`config.mk`:
```
export PLATFORM = sky130hd
export DESIGN_NAME = rvh_l1d_wbq
export DESIGN_NICKNAME = d
export VERILOG_FILES = /design/src/rtl/rvh_l1d_pkg.sv /design/src/rtl/rvh_l1d_wbq_wbeat.sv /design/src/rtl/rvh_l1d_wbq.sv
export SDC_FILE = /design/constraint.sdc
export NUM_CORES = 1
export LEC_CHECK = 0
export BUFFER_PORTS_ARGS = -buffer_cell sky130_fd_sc_hd__buf_2
export CAP_MARGIN = 20
export CORE_MARGIN = 5
export CORE_UTILIZATION = 37
export CTS_BUF_LIST = sky130_fd_sc_hd__clkbuf_4 sky130_fd_sc_hd__clkbuf_8
export DETAILED_ROUTE_END_ITERATION = 10
export GPL_TIMING_DRIVEN = 1
export PLACE_DENSITY = 0.65
export REMOVE_ABC_BUFFERS = 1
export SETUP_SLACK_MARGIN = 0.15
export SLEW_MARGIN = 30
export SYNTH_ARGS = -nofsm -noshare
export SYNTH_HDL_FRONTEND = slang
export SYNTH_SLANG_ARGS = --single-unit
```
`constraint.sdc`:
```
create_clock -name clk -period 3.75 [get_ports clk]
set_clock_uncertainty 0.1 [all_clocks]
set_input_delay 0.375 -clock clk [delete_from_list [all_inputs] [get_ports clk]]
set_output_delay 0.375 -clock clk [all_outputs]
set_load 0.01 [all_outputs]
```
`src/rtl/rvh_l1d_pkg.sv`:
```
// Shared L1D types and sizes: write-back queue entry states and the AXI channel
// payloads exchanged between the data cache and the L2.
package rvh_l1d_pkg;

  localparam int N_EWRQ                  = 4;
  localparam int L1D_BANK_LINE_ADDR_SIZE = 27;
  localparam int L1D_BANK_LINE_DATA_SIZE = 256;
  localparam int MEM_DATA_WIDTH          = 64;
  localparam int BURST_SIZE              = L1D_BANK_LINE_DATA_SIZE / MEM_DATA_WIDTH;
  localparam int L1D_OFFSET_W            = $clog2(L1D_BANK_LINE_DATA_SIZE / 8);
  localparam int PADDR_W                 = L1D_BANK_LINE_ADDR_SIZE + L1D_OFFSET_W;
  localparam int WBQ_IDX_W               = $clog2(N_EWRQ);
  localparam int MEM_BID_W               = 4;
  localparam int MEM_TID_W               = 4;

  localparam logic [2:0] AXI_SIZE       = 3'($clog2(MEM_DATA_WIDTH / 8));
  localparam logic [1:0] AXI_BURST_INCR = 2'b01;
  localparam logic [1:0] AXI_RESP_OKAY  = 2'b00;

  typedef enum logic [2:0] {
    FREE,
    AW_PEND,
    W_PEND,
    B_WAIT,
    DONE
  } wbq_state_e;

  typedef struct packed {
    logic [MEM_BID_W-1:0] bid;
    logic [MEM_TID_W-1:0] tid;
  } mem_tid_t;

  typedef struct packed {
    mem_tid_t             awid;
    logic [PADDR_W-1:0]   awaddr;
    logic [7:0]           awlen;
    logic [2:0]           awsize;
    logic [1:0]           awburst;
  } cache_mem_if_aw_t;

  typedef struct packed {
    mem_tid_t                  wid;
    logic [MEM_DATA_WIDTH-1:0] wdata;
    logic                      wlast;
  } cache_mem_if_w_t;

  typedef struct packed {
    mem_tid_t   bid;
    logic [1:0] bresp;
  } cache_mem_if_b_t;

endpackage

```
`src/rtl/rvh_l1d_wbq_wbeat.sv`:
```
// W-channel beat sequencer for one cache line: beat counter, wlast flag and
// beat-select mux. The counter only moves on an accepted beat.
module rvh_l1d_wbq_wbeat #(
  parameter int LINE_W    = 256,
  parameter int BEAT_W    = 64,
  parameter int BURST_LEN = 4
) (
  input  logic              clk,
  input  logic              rst,
  input  logic [LINE_W-1:0] i_line,
  input  logic              i_valid,
  input  logic              i_ready,
  output logic [BEAT_W-1:0] o_data,
  output logic              o_last,
  output logic              o_last_hs
);

  localparam int CNT_W = (BURST_LEN > 1) ? $clog2(BURST_LEN) : 1;

  logic [CNT_W-1:0] r_beat;
  logic             w_hs;

  assign w_hs      = i_valid & i_ready;
  assign o_last    = (r_beat == CNT_W'(BURST_LEN - 1));
  assign o_last_hs = w_hs & o_last;

  always_ff @(posedge clk or negedge rst) begin
    if (!rst) begin
      r_beat <= '0;
    end else if (w_hs) begin
      r_beat <= o_last ? '0 : r_beat + CNT_W'(1);
    end
  end

  always_comb begin
    o_data = '0;
    for (int i = 0; i < BURST_LEN; i++) begin
      if (r_beat == CNT_W'(i)) o_data = i_line[i*BEAT_W +: BEAT_W];
    end
  end

endmodule

```
`src/rtl/rvh_l1d_wbq.sv`:
```
// L1D eviction write-back queue: several outstanding AXI line writes, each entry
// retired in order after its own (possibly out-of-order) B. Optional victim data
// forwarding on the lookup port is enabled by defining RVH_L1D_WBQ_FWD_EN.
module rvh_l1d_wbq
  import rvh_l1d_pkg::*;
#(
  parameter int BANK_ID   = 0,
  parameter int N_ENTRY   = N_EWRQ,
  parameter int ADDR_W    = L1D_BANK_LINE_ADDR_SIZE,
  parameter int LINE_W    = L1D_BANK_LINE_DATA_SIZE,
  parameter int BEAT_W    = MEM_DATA_WIDTH,
  parameter int BURST_LEN = BURST_SIZE
) (
  input  logic                      clk,
  input  logic                      rst,
  input  logic                      new_valid_i,
  input  logic [ADDR_W-1:0]         new_addr_i,
  input  logic [LINE_W-1:0]         new_dat_i,
  output logic                      new_ready_o,
  input  logic [ADDR_W-1:0]         lkp_addr_i,
  output logic                      lkp_hit_o,
  output logic [LINE_W-1:0]         lkp_dat_o,
  output logic [N_ENTRY*ADDR_W-1:0] entry_addr_o,
  output logic [N_ENTRY-1:0]        entry_vld_o,
  output logic                      idle_o,
  output logic                      err_o,
  output logic                      l2_req_if_awvalid,
  input  logic                      l2_req_if_awready,
  output cache_mem_if_aw_t          l2_req_if_aw,
  output logic                      l2_req_if_wvalid,
  input  logic                      l2_req_if_wready,
  output cache_mem_if_w_t           l2_req_if_w,
  input  logic                      l2_resp_if_bvalid,
  output logic                      l2_resp_if_bready,
  input  cache_mem_if_b_t           l2_resp_if_b
);

  localparam int IDX_W = $clog2(N_ENTRY);

  wbq_state_e        r_state [N_ENTRY];
  logic [ADDR_W-1:0] r_addr  [N_ENTRY];
  logic [LINE_W-1:0] r_data  [N_ENTRY];
  logic [IDX_W-1:0]  r_tail, r_aw_ptr, r_w_ptr, r_head;
  logic              r_err;

  logic              w_enq, w_aw_hs, w_wlast_hs, w_retire;
  logic              w_b_known, w_b_ok, w_b_bad;
  logic [IDX_W-1:0]  w_b_idx;
  logic              w_lkp_hit, w_new_hit;

  assign w_enq    = new_valid_i & new_ready_o;
  assign w_aw_hs  = l2_req_if_awvalid & l2_req_if_awready;
  assign w_retire = (r_state[r_head] == DONE);
  assign w_b_idx  = l2_resp_if_b.bid.tid[IDX_W-1:0];

  // A B beat is only honoured for our bank, an existing slot, and a slot that is waiting for it.
  assign w_b_known = (l2_resp_if_b.bid.bid == MEM_BID_W'(BANK_ID)) &&
                     ({1'b0, l2_resp_if_b.bid.tid} < (MEM_TID_W + 1)'(N_ENTRY));
  assign w_b_ok    = l2_resp_if_bvalid & w_b_known & (r_state[w_b_idx] == B_WAIT);
  assign w_b_bad   = l2_resp_if_bvalid & (~w_b_ok | (l2_resp_if_b.bresp != AXI_RESP_OKAY));

  always_ff @(posedge clk or negedge rst) begin
    if (!rst) begin
      for (int i = 0; i < N_ENTRY; i++) begin
        r_state[i] <= FREE;
        r_addr[i]  <= '0;
      end
      r_tail   <= '0;
      r_aw_ptr <= '0;
      r_w_ptr  <= '0;
      r_head   <= '0;
      r_err    <= 1'b0;
    end else begin
      // Each event targets an entry in a distinct state, so at most one fires per entry.
      for (int i = 0; i < N_ENTRY; i++) begin
        if (w_enq && r_tail == IDX_W'(i)) begin
          r_state[i] <= AW_PEND;
          r_addr[i]  <= new_addr_i;
        end else if (w_aw_hs && r_aw_ptr == IDX_W'(i)) begin
          r_state[i] <= W_PEND;
        end else if (w_wlast_hs && r_w_ptr == IDX_W'(i)) begin
          r_state[i] <= B_WAIT;
        end else if (w_b_ok && w_b_idx == IDX_W'(i)) begin
          r_state[i] <= DONE;
        end else if (w_retire && r_head == IDX_W'(i)) begin
          r_state[i] <= FREE;
        end
      end
      if (w_enq)      r_tail   <= r_tail + IDX_W'(1);
      if (w_aw_hs)    r_aw_ptr <= r_aw_ptr + IDX_W'(1);
      if (w_wlast_hs) r_w_ptr  <= r_w_ptr + IDX_W'(1);
      if (w_retire)   r_head   <= r_head + IDX_W'(1);
      r_err <= r_err | w_b_bad;
    end
  end

  always_ff @(posedge clk) begin
    for (int i = 0; i < N_ENTRY; i++) begin
      if (w_enq && r_tail == IDX_W'(i)) r_data[i] <= new_dat_i;
    end
  end

  assign new_ready_o       = (r_state[r_tail] == FREE);
  assign idle_o            = (entry_vld_o == '0);
  assign err_o             = r_err;
  assign l2_resp_if_bready = 1'b1;

  assign l2_req_if_awvalid = (r_state[r_aw_ptr] == AW_PEND);
  always_comb begin
    l2_req_if_aw          = '0;
    l2_req_if_aw.awid.bid = MEM_BID_W'(BANK_ID);
    l2_req_if_aw.awid.tid = MEM_TID_W'(r_aw_ptr);
    l2_req_if_aw.awaddr   = {r_addr[r_aw_ptr], {L1D_OFFSET_W{1'b0}}};
    l2_req_if_aw.awlen    = 8'(BURST_LEN - 1);
    l2_req_if_aw.awsize   = AXI_SIZE;
    l2_req_if_aw.awburst  = AXI_BURST_INCR;
  end

  assign l2_req_if_wvalid    = (r_state[r_w_ptr] == W_PEND);
  assign l2_req_if_w.wid.bid = MEM_BID_W'(BANK_ID);
  assign l2_req_if_w.wid.tid = MEM_TID_W'(r_w_ptr);

  rvh_l1d_wbq_wbeat #(
    .LINE_W    (LINE_W),
    .BEAT_W    (BEAT_W),
    .BURST_LEN (BURST_LEN)
  ) u_wbeat (
    .clk       (clk),
    .rst       (rst),
    .i_line    (r_data[r_w_ptr]),
    .i_valid   (l2_req_if_wvalid),
    .i_ready   (l2_req_if_wready),
    .o_data    (l2_req_if_w.wdata),
    .o_last    (l2_req_if_w.wlast),
    .o_last_hs (w_wlast_hs)
  );

  for (genvar g = 0; g < N_ENTRY; g++) begin : g_entry
    assign entry_addr_o[g*ADDR_W +: ADDR_W] = r_addr[g];
    assign entry_vld_o[g]                   = (r_state[g] != FREE);
  end

`ifdef RVH_L1D_WBQ_FWD_EN
  logic [LINE_W-1:0] w_lkp_dat;
`endif

  // Addresses are unique among live entries, so the OR-reduction acts as a one-hot mux.
  always_comb begin
    w_lkp_hit = 1'b0;
    w_new_hit = 1'b0;
`ifdef RVH_L1D_WBQ_FWD_EN
    w_lkp_dat = '0;
`endif
    for (int i = 0; i < N_ENTRY; i++) begin
      if (r_state[i] != FREE) begin
        if (r_addr[i] == lkp_addr_i) begin
          w_lkp_hit = 1'b1;
`ifdef RVH_L1D_WBQ_FWD_EN
          w_lkp_dat = w_lkp_dat | r_data[i];
`endif
        end
        if (r_addr[i] == new_addr_i) w_new_hit = 1'b1;
      end
    end
  end

  assign lkp_hit_o = w_lkp_hit;
`ifdef RVH_L1D_WBQ_FWD_EN
  assign lkp_dat_o = w_lkp_dat;
`else
  assign lkp_dat_o = '0;
`endif

  a_enq_unique: assert property (@(posedge clk) disable iff (!rst)
    !(new_valid_i && new_ready_o && w_new_hit));

  a_b_not_with_wlast: assert property (@(posedge clk) disable iff (!rst)
    !(w_wlast_hs && l2_resp_if_bvalid && l2_resp_if_b.bid.tid == MEM_TID_W'(r_w_ptr)));

endmodule
```
Word level (Yosys, flattened, before mapping):

Memories as Yosys holds them, arrays and structs flattened.
Cells that the tools add are included.

* bits in writable memories: 1024
* memories kept: 1
* output and inout port bits: 501
* flip-flop bits (word level): 131
* input port bits: 326

* $lt $le $gt $ge: 6
* reductions and logical operators: 42
* bitwise gates (word level): 15
* equal/unequal tests: 26
* add/subtract/negate cells: 5
* multiplexer cells: 68

Memories
* r_data: depth 4, bits a word 256, rd ports 1, clocked after memory_dff 0, write ports 1, line rvh_l1d_wbq.sv:42 `logic [LINE_W-1:0] r_data [N_ENTRY];`

Operators with widths (count)
* 256-bit 2-to-1 mux: 3
* 256-bit OR reduction: 3
* 64-bit 2-to-1 mux: 4
* 27-bit equality test: 4
* 3-bit 2-to-1 mux: 30
* 27-bit binary-select mux with 2-bit select: 1
* 27-bit 2-to-1 mux: 2
* 3-bit binary-select mux with 2-bit select: 5
* 2-bit equality test, second input constant: 12
* 1-bit logical AND: 21
* 5-bit nonzero test: 4
* 1-bit 2-to-1 mux: 19
* 3-bit >= comparator, second input constant: 5
* 2-bit inverter with 3-bit output: 5
* 2-bit by 1-bit equality test with 1-bit output, second input constant: 6
* 2-bit zero test: 6
* 3-bit nonzero test: 4
* 2-bit by 1-bit adder with 2-bit output, second input constant: 5
* 4-bit zero test: 2
* 2-bit 2-to-1 mux: 4
* 1-bit bitwise AND: 7
* 3-bit by 2-bit equality test with 1-bit output, second input constant: 2
* 4-bit by 3-bit < comparator with 1-bit output, second input constant: 1
* 3-bit by 1-bit equality test with 1-bit output, second input constant: 1
* 5 further kinds: 6

Depth between registers and ports, before layout:

* word-level depth: 13
* mapped depth: 8
* gate-level depth less buffers: 6

By module:

A second synthesis with hierarchy kept.

* cell total of the unflattened synthesis: 2469
* area, all modules: 48447.7 um2

Modules (own cells, without submodules)
* rvh_l1d_wbq: times used 1, seq. area each 33977.6 um2, area each 46746.1 um2, cells an instance 2224
* rvh_l1d_wbq_wbeat: times used 1, seq. area each 50.0 um2, area each 1701.6 um2, cells an instance 245

Worst setup path after synthesis:

OpenSTA, ideal clock, no wires.

* kind: register to register
* start: reg r_state[3] in the netlist's numbering
* end: reg r_addr, in the netlist entry_addr_o[41]
* data arrival time: 2.757 ns
* setup time: 0.126 ns
* stages on the path, launching flop included: 8
* slack: 0.768 ns
* buffers on the path: 2
* data required time: 3.524 ns
* path through: dfrtp_1 -> or3_4 -> mux2_4 -> o22ai_4 -> and2_4 -> buf_8 -> buf_12 -> mux2_4

* word-level cells in the longest chain between the ends: 6

Ends and longest elaborated chain
* start: declaration: line rvh_l1d_wbq.sv:40 `wbq_state_e r_state [N_ENTRY];`
* start signal: indexed assignment: line rvh_l1d_wbq.sv:65 `r_state[i] <= FREE;`
* start signal: indexed assignment: line rvh_l1d_wbq.sv:77 `r_state[i] <= AW_PEND;`
* start signal: indexed assignment: line rvh_l1d_wbq.sv:80 `r_state[i] <= W_PEND;`
* 3-bit binary-select mux with 2-bit select: line rvh_l1d_wbq.sv:103 `assign new_ready_o = (r_state[r_tail] == FREE);`
* 3-bit 2-to-1 mux (implied by the code) (2 in series): line rvh_l1d_wbq.sv:103
* 3-bit zero test: line rvh_l1d_wbq.sv:103
* 1-bit bitwise AND: line rvh_l1d_wbq.sv:51 `assign w_enq = new_valid_i & new_ready_o;`
* 1-bit logical AND: line rvh_l1d_wbq.sv:76 `if (w_enq && r_tail == IDX_W'(i)) begin`
* end signal: indexed assignment: line rvh_l1d_wbq.sv:78 `r_addr[i] <= new_addr_i;`
* end: declaration: line rvh_l1d_wbq.sv:41 `logic [ADDR_W-1:0] r_addr [N_ENTRY];`

Every way passes these cells. The select of a mux whose other input is x is not followed.
A chain may end at the register's enable or synchronous reset.

==> results_dict.tcl <==
set metrics [dict create \
    rsz0062_at_grt "true" \
    die-width_um 374.2 \
    status "complete, no violations" \
    required_ns 3.27 \
    critPathKind "reg2out" \
    synthArstFlopShare 0.1134 \
    htreeDepth 4 \
    dpl.cell_count 4766 \
    hold_path.class "in2reg" \
    cts_buffers 188 \
    preCtsSetupSlack_ns 0.5067 \
    placed_area_um2 53320 \
    path_cells "buf_12 > buf_12 > buf_16 > buf_16 > mux4_2 > a22oi_2 > o21ai_1 > mux2_4 > buf_6" \
    drv_slew 0 \
    start_util 0.3729 \
    worstMarginPinSlew_ns 0.8686 \
    avgRoutedWirePerCell_um 24.50 \
    setup_slack_ns 0.07686 \
    maxCapViolations 0 \
    cp_slowest_cell "dfrtp_4" \
    final_common_cell "edfxtp_1" \
    layout_min_cycle_time_ns 3.673 \
    cts_tree "built" \
    grt_pass1_wl_mm 194.9 \
    vdd_drop_max_uv 496.6 \
    grt_pass1_vias 29300 \
    leakage_nw 22.63 \
    layout_common_cells "1,024 x edfxtp_1, 518 x buf_2, 331 x dlygate4sd3_1" \
    die_area_um2 140100 \
    pin_count 827 \
    synthDistinctLibCells 52 \
    antenna_found_initial 22 \
    first_iter_violations 2017 \
    synth_area_um2 49090 \
    multiInputGateArea_um2 13450 \
    crit_path_end_kind "output pin" \
    grt_usage 0.1870 \
    ys_ff_latch 1155 \
    finalSetupViolations 0 \
    seq_area_um2 34040 \
    slew_headroom 0.4209 \
    grt_max_degree 132 \
    clk_path_buf_depth 3 \
    clock_latency_ns 0.90 \
    die_h_um 374.2 \
    tns_ns 0 \
    synth_edf_count 1024 \
    fin_crit_sh 0.9795 \
    seq_area_frac_synth 0.6932 \
    synth_area_per_cell_um2 19.39 \
    max_freq_mhz 272.2 \
    synth_top_area_share 0.6264 \
    cts.sinks 1155 \
    cp.arrival_ns 3.20 \
    rows 133 \
    final_cells 5548 \
    finalNetCount 3982 \
    synth_largest_area_cell "edfxtp_1" \
    fillers 10980 \
    crit_fanout 6 \
    final_cell_area_um2 62350 \
    drcViolationCount 0 \
    overflow 0 \
    clockRootBuffer "clkbuf_8" \
    port_buffers 539 \
    p_total_mw 48.75 \
    path_clk_slew_ns 0.06 \
    cp_slowest_stage_delay_ns 0.50 \
    start_kind "flop" \
    core_area_um2 131600 \
    powerDensity_nw_per_um2 781.8 \
    via_per_inst 4.948 \
    first_pass_iters 5 \
    synthCells 2532 \
    postRouteWirelength_mm 135.9 \
    synthTopCellsByArea "edfxtp_1 63%, mux4_2 13%, dfrtp_1 6.7%" \
    place.gp.congestion 0.9228 \
    yosysWarnings 0 \
    hpwl_mm 85.36 \
    synthFlopType "edfxtp_1" \
    hold_violations 0 \
    drive_gt1_frac 0.4067 \
    antenna_left 0 \
    area_delta_synth_final_pct 27.02 \
    vias 27450 \
]
## stage by stage
step / util / hold slack, ns
after detailed placement: 0.4051 / 0.3514
after global placement: 0.4051 / 0.3418
final: 0.4737 / 0.1310
after floorplan: - / -0.02059
after CTS: 0.4677 / 0.0002721
after global routing: 0.4736 / 0.02649
## power breakdown
part           leakage [nW]  switching, mW  internal (mW)
Combinational          9.84           9.75           10.1
Sequential             10.9           1.51           16.5
Clock                  1.93           5.16           5.68
Total                  22.6           16.4           32.3
## flip-flops by register name, summed over array words and instances (netlist names)
signal and count:
err_o 1, r_aw_ptr 2, r_data 1024, r_w_ptr 2
r_tail 2, r_head 2, u_wbeat.r_beat 2, r_state 12
entry_addr_o 108
## logic make-up after synthesis
| logic type | share of synthesized area |
|---|---|
| buf+inv | 0.06207 |
| flops | 0.6932 |
| mux | 0.1790 |
| simple gates | 0.01871 |
| other cells | 0.0001530 |
| xor+xnor | 0.01980 |
| compound gates | 0.02200 |
| fa+ha+maj | 0.005098 |
## final timing paths
check                                             start                            end  slack, ns  cells after the start
max                              r_w_ptr[0]$_DFFE_PN0P_                l2_req_if_w[41]       0.08                      9
min                                      new_dat_i[181]       r_data[3][181]$_DFFE_PP_       0.13                      2
max reg2reg                      r_state[6]$_DFFE_PN0P_         r_state[0]$_DFFE_PN0P_       0.43                      7
min reg2reg                entry_addr_o[81]$_DFFE_PN0P_   entry_addr_o[81]$_DFFE_PN0P_       0.49                      1
max in group asynchronous                           rst  u_wbeat.r_beat[0]$_DFFE_PN0N_       2.29                      4
min in group asynchronous                           rst         r_w_ptr[0]$_DFFE_PN0P_       0.57                      4
## layer usage
| metal | wire (um) | share of wire | up-vias | GRT usage |
|---|---|---|---|---|
| li1 | - | - | 11760 | - |
| met1 | 50240 | 0.37 | 14200 | 0.2185 |
| met4 | 4623 | 0.034 | 2 | 0.07005 |
| met5 | 13 | 0.000096 | - | 0 |
| met3 | 8995 | 0.066 | 255 | 0.04045 |
| met2 | 72050 | 0.53 | 1240 | 0.3378 |
## synthesized netlist by cell type (all sizes together), types with 2 or more instances
library cell	n
edfxtp	1024
buf	352
mux4	284
mux2	176
dfrtp	131
xnor2	111
clkbuf	82
nand2	80
o21ai	69
a22oi	66
nand4	25
ha	20
inv	13
nand3	13
nor3b	7
a21oi	6
and2	6
nor3	6
a32oi	5
nor2	5
nor4	5
nor4b	4
nor4bb	4
or3	4
a21o	3
or4b	3
a311o	2
a311oi	2
a31oi	2
a32o	2
and3	2
conb	2
nand4b	2
nor2b	2
o211ai	2
o21bai	2
## timing repair
item,4_1_cts,5_1_grt
resized for setup,84,97
gates cloned,13,6
pin swaps,15,21
endpoints found under the hold margin,1284,0
hold buffers,331,0
setup endpoints to repair,64,64
setup buffers,53,32
## cell type report
| cell class | count | area share |
|---|---|---|
| Clock buffer | 236 | 0.04758 |
| Sequential cell | 1155 | 0.5459 |
| Timing Repair Buffer | 1063 | 0.1422 |
| Inverter | 13 | 0.0007826 |
| Tap cell | 1755 | 0.03522 |
| Multi-Input combinational cell | 1215 | 0.2157 |
| Antenna cell | 14 | 0.0005619 |
| Clock inverter | 97 | 0.01200 |
## worst max-delay path, delay by kind of cell (launching register included)
| kind | cells | cell delay [ns] |
|---|---|---|
| mux | 2 | 0.74 |
| buf+inv | 5 | 0.70 |
| flops | 1 | 0.50 |
| compound gates | 2 | 0.33 |
Note: power is estimated with default switching activity, not from simulation.
